==> src/rtl/stream_route_2_pkg.sv <==
// Shared definitions for the stream_route_2 router stage:
// - input-side FSM state encoding (ST_IDLE, ST_IN_PKT)
// - route constants (ROUTE_0, ROUTE_1)
package stream_route_2_pkg;

   typedef enum logic {
      ST_IDLE   = 1'b0,
      ST_IN_PKT = 1'b1
   } state_t;

   localparam logic ROUTE_0 = 1'b0;
   localparam logic ROUTE_1 = 1'b1;

endpackage

==> src/rtl/stream_reg_1.sv <==
// One-entry valid/ready register slice.
// The payload is opaque here. The downstream ready is chosen by the
// parent module, so this slice only sees a single out_ready.
// Ports:
//   clk_i, rst_i     clock, async active-high reset
//   in_valid         upstream beat valid
//   in_ready         upstream beat accepted when in_valid & in_ready
//   in_payload       upstream payload
//   out_valid        registered beat valid
//   out_ready        downstream ready (already selected by the parent)
//   out_payload      registered payload
module stream_reg_1 #(
   parameter int PAYLOAD_WIDTH = 10
) (
   input  logic                     clk_i,
   input  logic                     rst_i,
   input  logic                     in_valid,
   output logic                     in_ready,
   input  logic [PAYLOAD_WIDTH-1:0] in_payload,
   output logic                     out_valid,
   input  logic                     out_ready,
   output logic [PAYLOAD_WIDTH-1:0] out_payload
);

   logic in_fire;
   logic out_fire;

   // The slot may refill in the same cycle it drains, so there is no bubble.
   assign in_ready = ~rst_i & (~out_valid | out_ready);
   assign in_fire  = in_valid & in_ready;
   assign out_fire = out_valid & out_ready;

   always_ff @(posedge clk_i or posedge rst_i) begin
      if (rst_i) begin
         out_valid   <= 1'b0;
         out_payload <= '0;
      end else if (in_fire) begin
         out_valid   <= 1'b1;
         out_payload <= in_payload;
      end else if (out_fire) begin
         // Payload holds its value after it drains.
         out_valid   <= 1'b0;
      end
   end

endmodule

==> src/rtl/stream_route_2.sv <==
// Registered, packet-aware 1-to-2 stream router stage that feeds demux_2.
// The destination is locked on the first beat of each packet. Only the
// selected sink's ready stalls the stream. Completed packets are counted
// per sink, and each counter saturates.
//
// Optional feature: define STREAM_ROUTE_2_RR_EN to route packets round-robin
// and ignore s_dest_i. The pointer toggles when the last beat of each packet
// is accepted, and the first packet after reset goes to sink 0.
//
// Ports:
//   clk_i, rst_i                 clock, async active-high reset
//   s_valid_i/s_ready_o          input handshake
//   s_data_i, s_dest_i, s_last_i input payload, destination, end of packet
//   select_o, data_o             registered route and payload to demux_2
//   valid_o, last_o              registered beat qualifiers
//   ready_0_i, ready_1_i         sink readies
//   busy_o                       input side is mid-packet
//   pkt_cnt_0_o, pkt_cnt_1_o     completed-packet counters
//
// Input FSM
//   state     | meaning
//   ST_IDLE   | next accepted beat is a packet's first beat; route is taken fresh
//   ST_IN_PKT | mid-packet; beats reuse the locked route_q
module stream_route_2
   import stream_route_2_pkg::*;
#(
   parameter int DATA_WIDTH    = 8,
   parameter int PKT_CNT_WIDTH = 16
) (
   input  logic                     clk_i,
   input  logic                     rst_i,
   input  logic                     s_valid_i,
   output logic                     s_ready_o,
   input  logic [DATA_WIDTH-1:0]    s_data_i,
   input  logic                     s_dest_i,
   input  logic                     s_last_i,
   output logic                     select_o,
   output logic [DATA_WIDTH-1:0]    data_o,
   output logic                     valid_o,
   output logic                     last_o,
   input  logic                     ready_0_i,
   input  logic                     ready_1_i,
   output logic                     busy_o,
   output logic [PKT_CNT_WIDTH-1:0] pkt_cnt_0_o,
   output logic [PKT_CNT_WIDTH-1:0] pkt_cnt_1_o
);

   localparam int PAYLOAD_WIDTH = DATA_WIDTH + 2;

   state_t state_q, state_d;
   logic   route_q, route_d;
   logic   first_route;
   logic   beat_route;
   logic   out_ready;
   logic   in_fire;
   logic   out_fire;

   logic [PAYLOAD_WIDTH-1:0] in_payload;
   logic [PAYLOAD_WIDTH-1:0] out_payload;

   // The held beat carries its own route, so the readies are muxed on it.
   assign out_ready = (select_o == ROUTE_1) ? ready_1_i : ready_0_i;
   assign in_fire   = s_valid_i & s_ready_o;
   assign out_fire  = valid_o & out_ready;

`ifdef STREAM_ROUTE_2_RR_EN
   logic rr_ptr_q;

   always_ff @(posedge clk_i or posedge rst_i) begin
      if (rst_i) begin
         rr_ptr_q <= ROUTE_0;
      end else if (in_fire && s_last_i) begin
         rr_ptr_q <= ~rr_ptr_q;
      end
   end

   assign first_route = rr_ptr_q;
`else
   assign first_route = s_dest_i;
`endif

   always_ff @(posedge clk_i or posedge rst_i) begin
      if (rst_i) begin
         state_q <= ST_IDLE;
         route_q <= ROUTE_0;
      end else begin
         state_q <= state_d;
         route_q <= route_d;
      end
   end

   always_comb begin
      state_d    = state_q;
      route_d    = route_q;
      beat_route = first_route;
      case (state_q)
         ST_IDLE: begin
            if (in_fire) begin
               route_d = first_route;
               if (!s_last_i) begin
                  state_d = ST_IN_PKT;
               end
            end
         end
         ST_IN_PKT: begin
            beat_route = route_q;
            if (in_fire && s_last_i) begin
               state_d = ST_IDLE;
            end
         end
         default: begin
            state_d = ST_IDLE;
         end
      endcase
   end

   assign busy_o     = (state_q == ST_IN_PKT);
   assign in_payload = {s_data_i, beat_route, s_last_i};

   stream_reg_1 #(
      .PAYLOAD_WIDTH (PAYLOAD_WIDTH)
   ) u_reg (
      .clk_i       (clk_i),
      .rst_i       (rst_i),
      .in_valid    (s_valid_i),
      .in_ready    (s_ready_o),
      .in_payload  (in_payload),
      .out_valid   (valid_o),
      .out_ready   (out_ready),
      .out_payload (out_payload)
   );

   assign data_o   = out_payload[PAYLOAD_WIDTH-1:2];
   assign select_o = out_payload[1];
   assign last_o   = out_payload[0];

   always_ff @(posedge clk_i or posedge rst_i) begin
      if (rst_i) begin
         pkt_cnt_0_o <= '0;
         pkt_cnt_1_o <= '0;
      end else if (out_fire && last_o) begin
         if (select_o == ROUTE_0) begin
            if (pkt_cnt_0_o != '1) begin
               pkt_cnt_0_o <= pkt_cnt_0_o + 1'b1;
            end
         end else begin
            if (pkt_cnt_1_o != '1) begin
               pkt_cnt_1_o <= pkt_cnt_1_o + 1'b1;
            end
         end
      end
   end

endmodule

==> config.mk <==
export PLATFORM = sky130hd
export DESIGN_NAME = stream_route_2
export DESIGN_NICKNAME = d
export VERILOG_FILES = /design/src/rtl/stream_route_2_pkg.sv /design/src/rtl/stream_reg_1.sv /design/src/rtl/stream_route_2.sv
export SDC_FILE = /design/constraint.sdc
export NUM_CORES = 1
export LEC_CHECK = 0
export ABC_AREA = 0
export BUFFER_PORTS_ARGS = -buffer_cell sky130_fd_sc_hd__buf_2
export CORE_MARGIN = 2
export CORE_UTILIZATION = 45
export CTS_BUF_LIST = sky130_fd_sc_hd__clkbuf_8
export DETAILED_ROUTE_END_ITERATION = 12
export HOLD_SLACK_MARGIN = 0.1
export PLACE_DENSITY = 0.7
export SYNTH_ARGS = -nofsm -noshare
export SYNTH_HDL_FRONTEND = slang
export SYNTH_SLANG_ARGS = --single-unit
==> constraint.sdc <==
create_clock -name clk_i -period 4.9 [get_ports clk_i]
set_input_delay 1.225 -clock clk_i [delete_from_list [all_inputs] [get_ports clk_i]]
set_output_delay 1.225 -clock clk_i [all_outputs]
set_load 0.01 [all_outputs]
==> flow_metrics.env, run 1 <==
export IMPL_status="finished, final reports clean"
export IMPL_pre_cts_slack_ns=1.92
export IMPL_r2r_start="pkt_cnt_1_o[0]$_DFFE_PP0P_"
export IMPL_post_cts_buffers=0
export IMPL_ctsLongestPathBuffers=2
export IMPL_ys_seq_area_share_pct=50.4
export IMPL_drtPass1Iterations=4
export IMPL_finalWorstSetupSlack_ns=1.93
export IMPL_crit_slowest_cell="a31oi_1"
export IMPL_total_power_w=0.00106
export IMPL_cellLeakagePower_nw=1.42
export IMPL_slew_headroom_pct=47.9
export IMPL_die_w_um=74.5
export IMPL_layout_common_cells="buf_2 (59), dfrtp_1 (45), xor2_1 (25)"
export IMPL_finalCriticalPeriod_ns=2.97
export IMPL_row_count=25
export IMPL_post_route_period_util_pct=60.5
export IMPL_drc_errors=0
export IMPL_drive_above_1_share_pct=38.2
export IMPL_cts_sinks=45
export IMPL_ios=60
export IMPL_die_y_um=74.5
export IMPL_rsz0062_at_grt="false"
export IMPL_slew_viol_final=0
export IMPL_mostFrequentLayoutCell="buf_2"
export IMPL_syn_inst=184
export IMPL_cts_resized=0
export IMPL_vdd_drop_max_mv=0.299
export IMPL_crit_buf_inv=2
export IMPL_fin_util_pct=56.7
export IMPL_timing_critical_path_max_delay_family="buffers and inverters"
export IMPL_hold_viol=0
export IMPL_drtIter0Drc=87
export IMPL_start_kind="input pin"
export IMPL_avgSynthCellArea_um2=12.2
export IMPL_htree_levels=2
export IMPL_stdcell_count=313
export IMPL_place_gp_congestion=0.774
export IMPL_cts_hold_buf=0
export IMPL_crit_type="input pin to output pin"
export IMPL_syn_to_final_growth_pct=20.6
export IMPL_hold_end="pkt_cnt_0_o[9]$_DFFE_PP0P_"
export IMPL_max_cap_violations=0
export IMPL_holdPathStages=1
export IMPL_max_clock_freq_ghz=0.337
export IMPL_worstHoldPathType="flop to flop"
export IMPL_ys_types=39
export IMPL_clkTransAtPathRegs_ns=0.08
export IMPL_worst_r2r_path_depth=5
export IMPL_grt_overflow_total=0
export IMPL_synth_seq_cells=45
export IMPL_cp_end_kind="output pin"
export IMPL_synth_net_count=201
export IMPL_critPathRequiredTime_ns=3.67
export IMPL_finalSetupTns_ns=0
export IMPL_post_drt_wl_per_cell_um=13.4
export IMPL_vias=1650
export IMPL_coreArea_um2=4750
export IMPL_start_util_pct=47.0
export IMPL_yosys_warnings=0
export IMPL_finalClockSkew_ns=0.00941
export IMPL_crit_top_cell="buf_2"
export IMPL_crit_chain="buf_2, nand2_1, a31oi_1, buf_2"
export IMPL_ant_nets=0
export IMPL_root_buffer="clkbuf_8"
export IMPL_n_fill_cell=436
export IMPL_r2r_end="pkt_cnt_1_o[1]$_DFFE_PP0P_"
export IMPL_cts_buffers=5
export IMPL_rrSetupSlack_ns=2.96
export IMPL_dp_cells=305
export IMPL_avgViaCountPerCell=5.27
export IMPL_io_buffers=59
export IMPL_slowest_delay_ns=0.18
export IMPL_insertion_delay_ns=0.30
export IMPL_cp_data_arrival_time_ns=1.74
export IMPL_antenna_found_initial=0
export IMPL_postRouteWirelength_mm=4.19
export IMPL_grt_max_degree=46
export IMPL_grt_pass1_wl_mm=7.14
export IMPL_path_max_fanout=3
export IMPL_final_nets=262
export IMPL_dieArea_um2=5550
export IMPL_grt_util_all_layers_pct=17.0
export IMPL_powerDensity_nw_per_um2=392
export IMPL_grt_pass1_vias=1514
export IMPL_diodes=0
export IMPL_syn_cell_area_um2=2240
export IMPL_cts_tree="built"
export IMPL_hpwlAfterDp_mm=2.98
export IMPL_final_setup_viol_count=0
export IMPL_tightestPinTransition_ns=0.781
export IMPL_worstHoldStart="pkt_cnt_0_o[9]$_DFFE_PP0P_"
flip-flops by register name, indices dropped and copies added (netlist names), named ones only:
register	flops
u_reg.out_valid	1
route_q	1
pkt_cnt_0_o	16
u_reg.out_payload	10
pkt_cnt_1_o	16
metal layers:
layer | global-route usage (%) | up-vias | part of all wire (%)
li1 | - | 791 | -
met1 | 22.0 | 813 | 45
met2 | 27.0 | 44 | 50
met3 | 5.56 | 2 | 5.3
met4 | 5.75 | 0 | 0.53
met5 | 0 | - | 0
power by group:
group	leakage, nW	internal [W]	switching [W]	total, W
sequential	0.587	0.000441	0.0000699	0.000511
combinational	0.768	0.000131	0.000131	0.000262
clock	0.0626	0.000164	0.000121	0.000285
cell usage after synthesis, drive strengths merged:
library cell | instances | area, µm²
nand2b | 1 | 13.8
xor2 | 25 | 219
a31oi | 1 | 6.26
a31o | 2 | 17.5
a311oi | 1 | 26.3
and3 | 2 | 12.5
mux2i | 2 | 20.0
and2 | 3 | 18.8
or3 | 1 | 11.3
nor3 | 10 | 76.3
nor4b | 2 | 30.0
mux2 | 11 | 124
a21oi | 4 | 20.0
nor4 | 5 | 43.8
nor2 | 3 | 11.3
inv | 5 | 18.8
dfrtp | 45 | 1130
nand2 | 10 | 37.5
nand4b | 1 | 23.8
and4 | 9 | 78.8
a211oi | 2 | 15.0
buf | 6 | 41.3
a21boi | 2 | 15.0
xnor2 | 4 | 35.0
nand3 | 11 | 55.1
ha | 2 | 25.0
nand4 | 9 | 71.3
nor3b | 3 | 32.5
o21ai | 2 | 10.0
cell type report:
type	instances	area (µm²)	area share (%)
repair buffers	60	303	11.2
clock buffers	6	82.6	3.06
clock inverters	2	33.8	1.25
inverters	5	18.8	0.696
well taps	67	83.8	3.11
multi-input cells	128	1050	38.9
flip-flops and latches	45	1130	41.7
worst max path at each step:
stage                    from        end  slack (ns)  cells past startpoint
floorplan           ready_1_i  s_ready_o        2.07                      2
global placement    ready_1_i  s_ready_o        1.95                      4
detailed placement  ready_0_i  s_ready_o        1.92                      4
CTS                 ready_0_i  s_ready_o        1.92                      4
global route        ready_1_i  s_ready_o        1.90                      4
finish              ready_1_i  s_ready_o        1.93                      4
through the flow:
step / instance area [µm²] / hold slack (ns)
after detailed placement: 2580 / 0.478
after global routing: 2700 / 0.513
final: 2700 / 0.484
after global placement: 2580 / 0.469
after floorplan: 2240 / 0.515
after CTS: 2700 / 0.489
logic make-up (layout without fill, tap and decap cells):
group                      Yosys count  count (layout)  share of synthesized area, %
and+or+nand+nor                     70              70                          23.1
DFF                                 45              45                          50.4
xor gates and xnor gates            29              29                          11.4
AOI/OAI and AO/OA                   14              14                          4.93
muxes                               13              13                          6.44
buffers and inverters               11              73                          2.69
adders and majority gates            2               2                          1.12
worst register-to-register path: cells and delay by family (launching register included):
kind / cells / cell delay, ns
simple gates: 2 / 0.65
flops: 1 / 0.41
mux: 1 / 0.31
fa+ha+maj: 1 / 0.27
compound gates: 1 / 0.19
(Power assumes the default switching activity.)
==> run 2, diff against run 1 <==
--- a/config.mk
+++ b/config.mk
@@ -12,7 +12,7 @@
 export CTS_BUF_LIST = sky130_fd_sc_hd__clkbuf_8
 export DETAILED_ROUTE_END_ITERATION = 12
 export HOLD_SLACK_MARGIN = 0.1
-export PLACE_DENSITY = 0.7
+export PLACE_DENSITY = 0.73
 export SYNTH_ARGS = -nofsm -noshare
 export SYNTH_HDL_FRONTEND = slang
 export SYNTH_SLANG_ARGS = --single-unit
==> constraint.sdc (replaced) <==
create_clock -name clk_i -period 2.7 [get_ports clk_i]
set_input_delay 0.675 -clock clk_i [delete_from_list [all_inputs] [get_ports clk_i]]
set_output_delay 0.675 -clock clk_i [all_outputs]
set_load 0.01 [all_outputs]
==> run 2 against run 1 <==
  * First-iteration DRC count shrank 9.2%
  * Largest cell class unchanged
  * Highest routed layer unchanged
  * Non-clock buffer count up 2
  * Final cell count rose by 0.64%
  * Via count shrank 1.7%
  * Combinational power up 82%
==> flow_metrics.env, run 2 (synthesized netlist as in run 1, its figures left out) <==
export IMPL_vdd_drop_max_mv=0.577
export IMPL_max_clock_freq_ghz=0.528
export IMPL_ctsLongestPathBuffers=2
export IMPL_cts_buffers=5
export IMPL_total_power_w=0.00180
export IMPL_r2r_start="pkt_cnt_0_o[0]$_DFFE_PP0P_"
export IMPL_dieArea_um2=5550
export IMPL_wl_met2_mm=1.88
export IMPL_finalSetupTns_ns=0
export IMPL_r2r_end="pkt_cnt_0_o[1]$_DFFE_PP0P_"
export IMPL_endpoint="s_ready_o"
export IMPL_cts_hold_buf=0
export IMPL_slew_headroom_pct=42.6
export IMPL_cellLeakagePower_nw=1.42
export IMPL_worstHoldPathType="input pin to asynchronous set/reset pin"
export IMPL_highest_layer="met4"
export IMPL_drtPass1Iterations=4
export IMPL_avgViaCountPerCell=5.15
export IMPL_finalCriticalPeriod_ns=1.89
export IMPL_grt_pass1_wl_mm=6.92
export IMPL_clkTransAtPathRegs_ns=0.08
export IMPL_die_w_um=74.5
export IMPL_fin_util_pct=56.6
export IMPL_final_setup_viol_count=0
export IMPL_start_util_pct=47.0
export IMPL_n_fill_cell=454
export IMPL_crit_slowest_cell="dfrtp_1"
export IMPL_htree_levels=2
export IMPL_post_drt_wl_per_cell_um=13.2
export IMPL_rrSetupSlack_ns=0.81
export IMPL_cp_data_arrival_time_ns=1.22
export IMPL_wl_met3_um=219
export IMPL_postRouteWirelength_mm=4.15
export IMPL_powerDensity_nw_per_um2=670
export IMPL_row_count=25
export IMPL_hpwlAfterDp_mm=3.06
export IMPL_place_gp_congestion=0.836
export IMPL_syn_to_final_growth_pct=20.4
export IMPL_reg_top3="pkt_cnt_0_o (16), pkt_cnt_1_o (16), u_reg.out_payload (10)"
export IMPL_place_area_um2=2610
export IMPL_ant_nets=0
export IMPL_antenna_found_initial=0
export IMPL_tightestPinTransition_ns=0.856
export IMPL_post_route_period_util_pct=70.2
export IMPL_post_cts_buffers=0
export IMPL_cts_tree="built"
export IMPL_slowest_delay_ns=0.44
export IMPL_finalClockSkew_ns=0.0124
export IMPL_layout_common_cells="buf_2 (59), dfrtp_1 (45), xor2_1 (25)"
export IMPL_hold_viol=0
export IMPL_worst_r2r_path_depth=5
export IMPL_cp_end_kind="output pin"
export IMPL_max_cap_violations=0
export IMPL_mostFrequentLayoutCell="buf_2"
export IMPL_cts_resized=0
export IMPL_multi_input_area_um2=1050
export IMPL_crit_type="flop to output pin"
export IMPL_startpoint="u_reg.out_payload[1]$_DFFE_PP0P_"
export IMPL_status="finished, final reports clean"
export IMPL_slew_viol_final=0
export IMPL_ios=60
export IMPL_grt_pass1_vias=1505
export IMPL_critPathRequiredTime_ns=2.03
export IMPL_wl_met1_mm=1.99
export IMPL_drc_errors=0
export IMPL_design_area_um2=2690
export IMPL_ff_latch_area_um2=1130
export IMPL_root_buffer="clkbuf_8"
export IMPL_grt_max_degree=24
export IMPL_insertion_delay_ns=0.30
export IMPL_rsz0062_at_grt="false"
export IMPL_final_nets=264
export IMPL_io_buffers=59
export IMPL_grt_util_all_layers_pct=16.2
export IMPL_drive_above_1_share_pct=38.3
export IMPL_start_kind="flop"
export IMPL_path_max_fanout=6
export IMPL_crit_chain="nand2b_4, a31oi_1, buf_2"
export IMPL_drtIter0Drc=79
export IMPL_die_y_um=74.5
export IMPL_vias=1622
export IMPL_coreArea_um2=4750
export IMPL_cts_sinks=45
export IMPL_grt_overflow_total=0
export IMPL_diodes=0
run 2: critical path, delay by kind of cell, from the launching register on:
kind                   cells  cell delay, ns
AO/OA/AOI/OAI              1            0.16
flip-flops                 1            0.44
AND/OR/NAND/NOR            1            0.18
buffers and inverters      1            0.15
run 2: worst min path at each step:
stage / slack [ns] / end / from
floorplan: 0.52 / pkt_cnt_0_o[15]$_DFFE_PP0P_ / pkt_cnt_0_o[15]$_DFFE_PP0P_
global placement: 0.47 / pkt_cnt_0_o[9]$_DFFE_PP0P_ / pkt_cnt_0_o[9]$_DFFE_PP0P_
detailed placement: 0.48 / pkt_cnt_1_o[5]$_DFFE_PP0P_ / pkt_cnt_1_o[5]$_DFFE_PP0P_
CTS: 0.49 / pkt_cnt_1_o[5]$_DFFE_PP0P_ / pkt_cnt_1_o[5]$_DFFE_PP0P_
global route: 0.51 / pkt_cnt_1_o[5]$_DFFE_PP0P_ / pkt_cnt_1_o[5]$_DFFE_PP0P_
finish: 0.48 / pkt_cnt_0_o[15]$_DFFE_PP0P_ / rst_i
run 2: cell type report:
type / count / share of cell area [%]
multi-input combinational: 128 / 39.0
clock buffer: 5 / 2.56
inverter: 5 / 0.697
tap: 67 / 3.11
sequential: 45 / 41.8
clock inverter: 3 / 0.558
timing repair buffer: 62 / 12.3
run 2: routing by layer:
metal	GRT usage, %	up-vias
met5	0	-
met4	5.36	0
met3	3.52	7
met2	25.3	42
met1	22.5	783
li1	-	790
run 2: report_power, final:
part	total (W)	leakage [nW]	switching, W	internal [W]
Sequential	0.000931	0.587	0.000130	0.000801
Clock	0.000397	0.0467	0.000222	0.000176
Combinational	0.000476	0.784	0.000236	0.000241
Total	0.00180	1.42	0.000587	0.00122
run 2: through the flow:
| stage | std cells | hold slack, ns | setup slack, ns |
|---|---|---|---|
| floorplan | 184 | 0.515 | 0.900 |
| global placement | 307 | 0.473 | 0.655 |
| detailed placement | 307 | 0.478 | 0.642 |
| CTS | 315 | 0.490 | 0.783 |
| global route | 315 | 0.514 | 0.683 |
| finish | 315 | 0.484 | 0.806 |
==> run 3, diff against run 2 <==
--- a/config.mk
+++ b/config.mk
@@ -12,7 +12,7 @@
 export CTS_BUF_LIST = sky130_fd_sc_hd__clkbuf_8
 export DETAILED_ROUTE_END_ITERATION = 12
 export HOLD_SLACK_MARGIN = 0.1
-export PLACE_DENSITY = 0.73
+export PLACE_DENSITY = 0.7
 export SYNTH_ARGS = -nofsm -noshare
 export SYNTH_HDL_FRONTEND = slang
 export SYNTH_SLANG_ARGS = --single-unit
==> constraint.sdc (replaced) <==
create_clock -name clk_i -period 1.8 [get_ports clk_i]
set_input_delay 0.45 -clock clk_i [delete_from_list [all_inputs] [get_ports clk_i]]
set_output_delay 0.45 -clock clk_i [all_outputs]
set_load 0.01 [all_outputs]
==> run 3 against run 2 <==
  * Sequential power grew 47%
  * Core utilization grew 3.1 points
  * Cell area rose by 5.4%
  * Flip-flop and latch count stayed put
  * Worst hold slack lost 0.28 ns
  * Final cell count rose by 5.1%
  * Highest routed layer unchanged
  * Sequential share of layout area is 2.1 points lower
  * Clock skew decreased by 0.0051 ns
  * Setup slack worse by 0.68 ns
  * Wire length grew 2.8%
  * Register-to-register slack lost 0.68 ns
  * Count of clock-buffer cells in the layout rose by 1
==> flow_metrics.env, run 3 (synthesized netlist as in run 1, its figures left out) <==
export IMPL_insertion_delay_ns=0.30
export IMPL_dieArea_um2=5550
export IMPL_max_cap_violations=0
export IMPL_critPathRequiredTime_ns=1.98
export IMPL_place_area_um2=2710
export IMPL_hpwlAfterDp_mm=3.14
export IMPL_pwr_share_seq_pct=46.1
export IMPL_grt_util_all_layers_pct=17.4
export IMPL_crit_slowest_cell="dfrtp_1"
export IMPL_grt_overflow_total=0
export IMPL_reg_top3="pkt_cnt_0_o (16), pkt_cnt_1_o (16), u_reg.out_payload (10)"
export IMPL_power_internal_w=0.00207
export IMPL_vias=1683
export IMPL_cp_end_kind="flop"
export IMPL_post_drt_wl_per_cell_um=12.9
export IMPL_root_buffer="clkbuf_8"
export IMPL_vdd_drop_max_mv=0.743
export IMPL_final_setup_viol_count=0
export IMPL_crit_buf_inv=0
export IMPL_r2r_end="pkt_cnt_0_o[1]$_DFFE_PP0P_"
export IMPL_ios=60
export IMPL_finalCriticalPeriod_ns=1.68
export IMPL_die_y_um=74.5
export IMPL_coreArea_um2=4750
export IMPL_netSwitchingPower_w=0.000909
export IMPL_row_count=25
export IMPL_clkPwrFrac_pct=26.3
export IMPL_grt_max_degree=26
export IMPL_die_w_um=74.5
export IMPL_total_power_w=0.00298
export IMPL_hold_viol=0
export IMPL_layout_common_cells="buf_2 (59), dfrtp_1 (44), xor2_1 (25)"
export IMPL_postRouteWirelength_mm=4.27
export IMPL_drive_above_1_share_pct=43.6
export IMPL_cts_tree="built"
export IMPL_design_area_um2=2840
export IMPL_place_gp_congestion=0.807
export IMPL_syn_to_final_growth_pct=26.9
export IMPL_rsz0062_at_grt="false"
export IMPL_tightestPinTransition_ns=0.351
export IMPL_status="finished, final reports clean"
export IMPL_start_kind="flop"
export IMPL_drtIter0Drc=44
export IMPL_swShare_pct=30.5
export IMPL_io_buffers=59
export IMPL_finalClockSkew_ns=0.00725
export IMPL_clkTransAtPathRegs_ns=0.09
export IMPL_start_util_pct=47.0
export IMPL_crit_chain="ha_1, and3_1, and4_2, nor2_2, mux2_1"
export IMPL_grt_pass1_wl_mm=7.29
export IMPL_worst_r2r_path_depth=5
export IMPL_slew_headroom_pct=76.4
export IMPL_drc_errors=0
export IMPL_worstHoldPathType="input pin to asynchronous set/reset pin"
export IMPL_rrSetupSlack_ns=0.12
export IMPL_ant_nets=0
export IMPL_grt_pass1_vias=1591
export IMPL_diodes=0
export IMPL_htree_levels=2
export IMPL_mostFrequentLayoutCell="buf_2"
export IMPL_cts_buffers=5
export IMPL_drtPass1Iterations=4
export IMPL_r2r_start="pkt_cnt_0_o[1]$_DFFE_PP0P_"
export IMPL_finalSetupTns_ns=0
export IMPL_post_route_period_util_pct=93.2
export IMPL_ctsLongestPathBuffers=2
export IMPL_cts_sinks=45
export IMPL_powerDensity_nw_per_um2=1050
export IMPL_max_clock_freq_ghz=0.596
export IMPL_combPwrFrac_pct=27.6
export IMPL_slowest_delay_ns=0.41
export IMPL_final_nets=280
export IMPL_avgViaCountPerCell=5.08
export IMPL_cellLeakagePower_nw=1.51
export IMPL_path_max_fanout=6
export IMPL_n_fill_cell=441
export IMPL_slew_viol_final=0
export IMPL_timing_critical_path_max_delay_family="simple AND/OR/NAND/NOR gates"
export IMPL_cp_data_arrival_time_ns=1.86
export IMPL_antenna_found_initial=0
export IMPL_crit_type="flop to flop"
run 3: cell types whose count changed in the layout (fill, tap and decap cells not counted), sizes merged:
cell and change:
buf +16, bufinv +1, clkbuf +1, clkinvlp -1, inv -1
run 3: worst max-delay path by stage:
stage | startpoint | to | slack, ns | cells past startpoint
3_5_place_dp | pkt_cnt_0_o[1]$_DFFE_PP0P_ | pkt_cnt_0_o[1]$_DFFE_PP0P_ | 0.07 | 5
4_1_cts | pkt_cnt_0_o[1]$_DFFE_PP0P_ | pkt_cnt_0_o[1]$_DFFE_PP0P_ | 0.06 | 5
3_3_place_gp | pkt_cnt_0_o[1]$_DFFE_PP0P_ | pkt_cnt_0_o[1]$_DFFE_PP0P_ | 0.14 | 5
2_1_floorplan | pkt_cnt_0_o[0]$_DFFE_PP0P_ | pkt_cnt_0_o[1]$_DFFE_PP0P_ | 0.02 | 6
5_1_grt | pkt_cnt_0_o[1]$_DFFE_PP0P_ | pkt_cnt_0_o[7]$_DFFE_PP0P_ | 0.009 | 6
6_report | pkt_cnt_0_o[1]$_DFFE_PP0P_ | pkt_cnt_0_o[1]$_DFFE_PP0P_ | 0.12 | 5
run 3: cell type report:
| class | instances | area (µm²) | share of cell area (%) |
|---|---|---|---|
| Inverter | 5 | 18.8 | 0.661 |
| Sequential cell | 45 | 1130 | 39.7 |
| Multi-Input combinational cell | 128 | 1050 | 37.1 |
| Tap cell | 67 | 83.8 | 2.95 |
| Clock inverter | 2 | 33.8 | 1.19 |
| Clock buffer | 6 | 82.6 | 2.91 |
| Timing Repair Buffer | 78 | 438 | 15.4 |
run 3: power groups by stage:
stage          sequential, W  combinational (W)  clock [W]
3_5_place_dp         0.00139           0.000814          0
5_1_grt              0.00141           0.000898   0.000853
4_1_cts              0.00137           0.000817   0.000805
2_1_floorplan        0.00147           0.000376          0
3_3_place_gp         0.00139           0.000793          0
6_report             0.00137           0.000820   0.000783
run 3: per-layer routing:
layer	GRT usage, %	part of all wire [%]
met1	21.8	45
met2	28.7	48
met3	5.56	5.7
met4	5.36	1.2
met5	0	0
run 3: timing repair:
action,4_1_cts,5_1_grt
hold buffers,0,0
endpoints found under the setup margin,0,3
setup buffers,0,1
resized for setup,0,3
run 3: worst reg2reg max path, cell delays in order (launching register included):
cell and delay, ns:
dfrtp_1 0.41, ha_1 0.23, and3_1 0.20, and4_2 0.25, nor2_2 0.15, mux2_1 0.33
run 3: through the flow:
stage	utilization (%)	worst slack (ns)	cells	hold slack [ns]
after floorplan	-	0.0197	184	0.515
after global placement	57.0	0.136	322	0.472
after detailed placement	57.0	0.0686	322	0.477
after CTS	59.4	0.0597	330	0.208
after global routing	59.7	0.00942	331	0.226
final	59.7	0.122	331	0.209
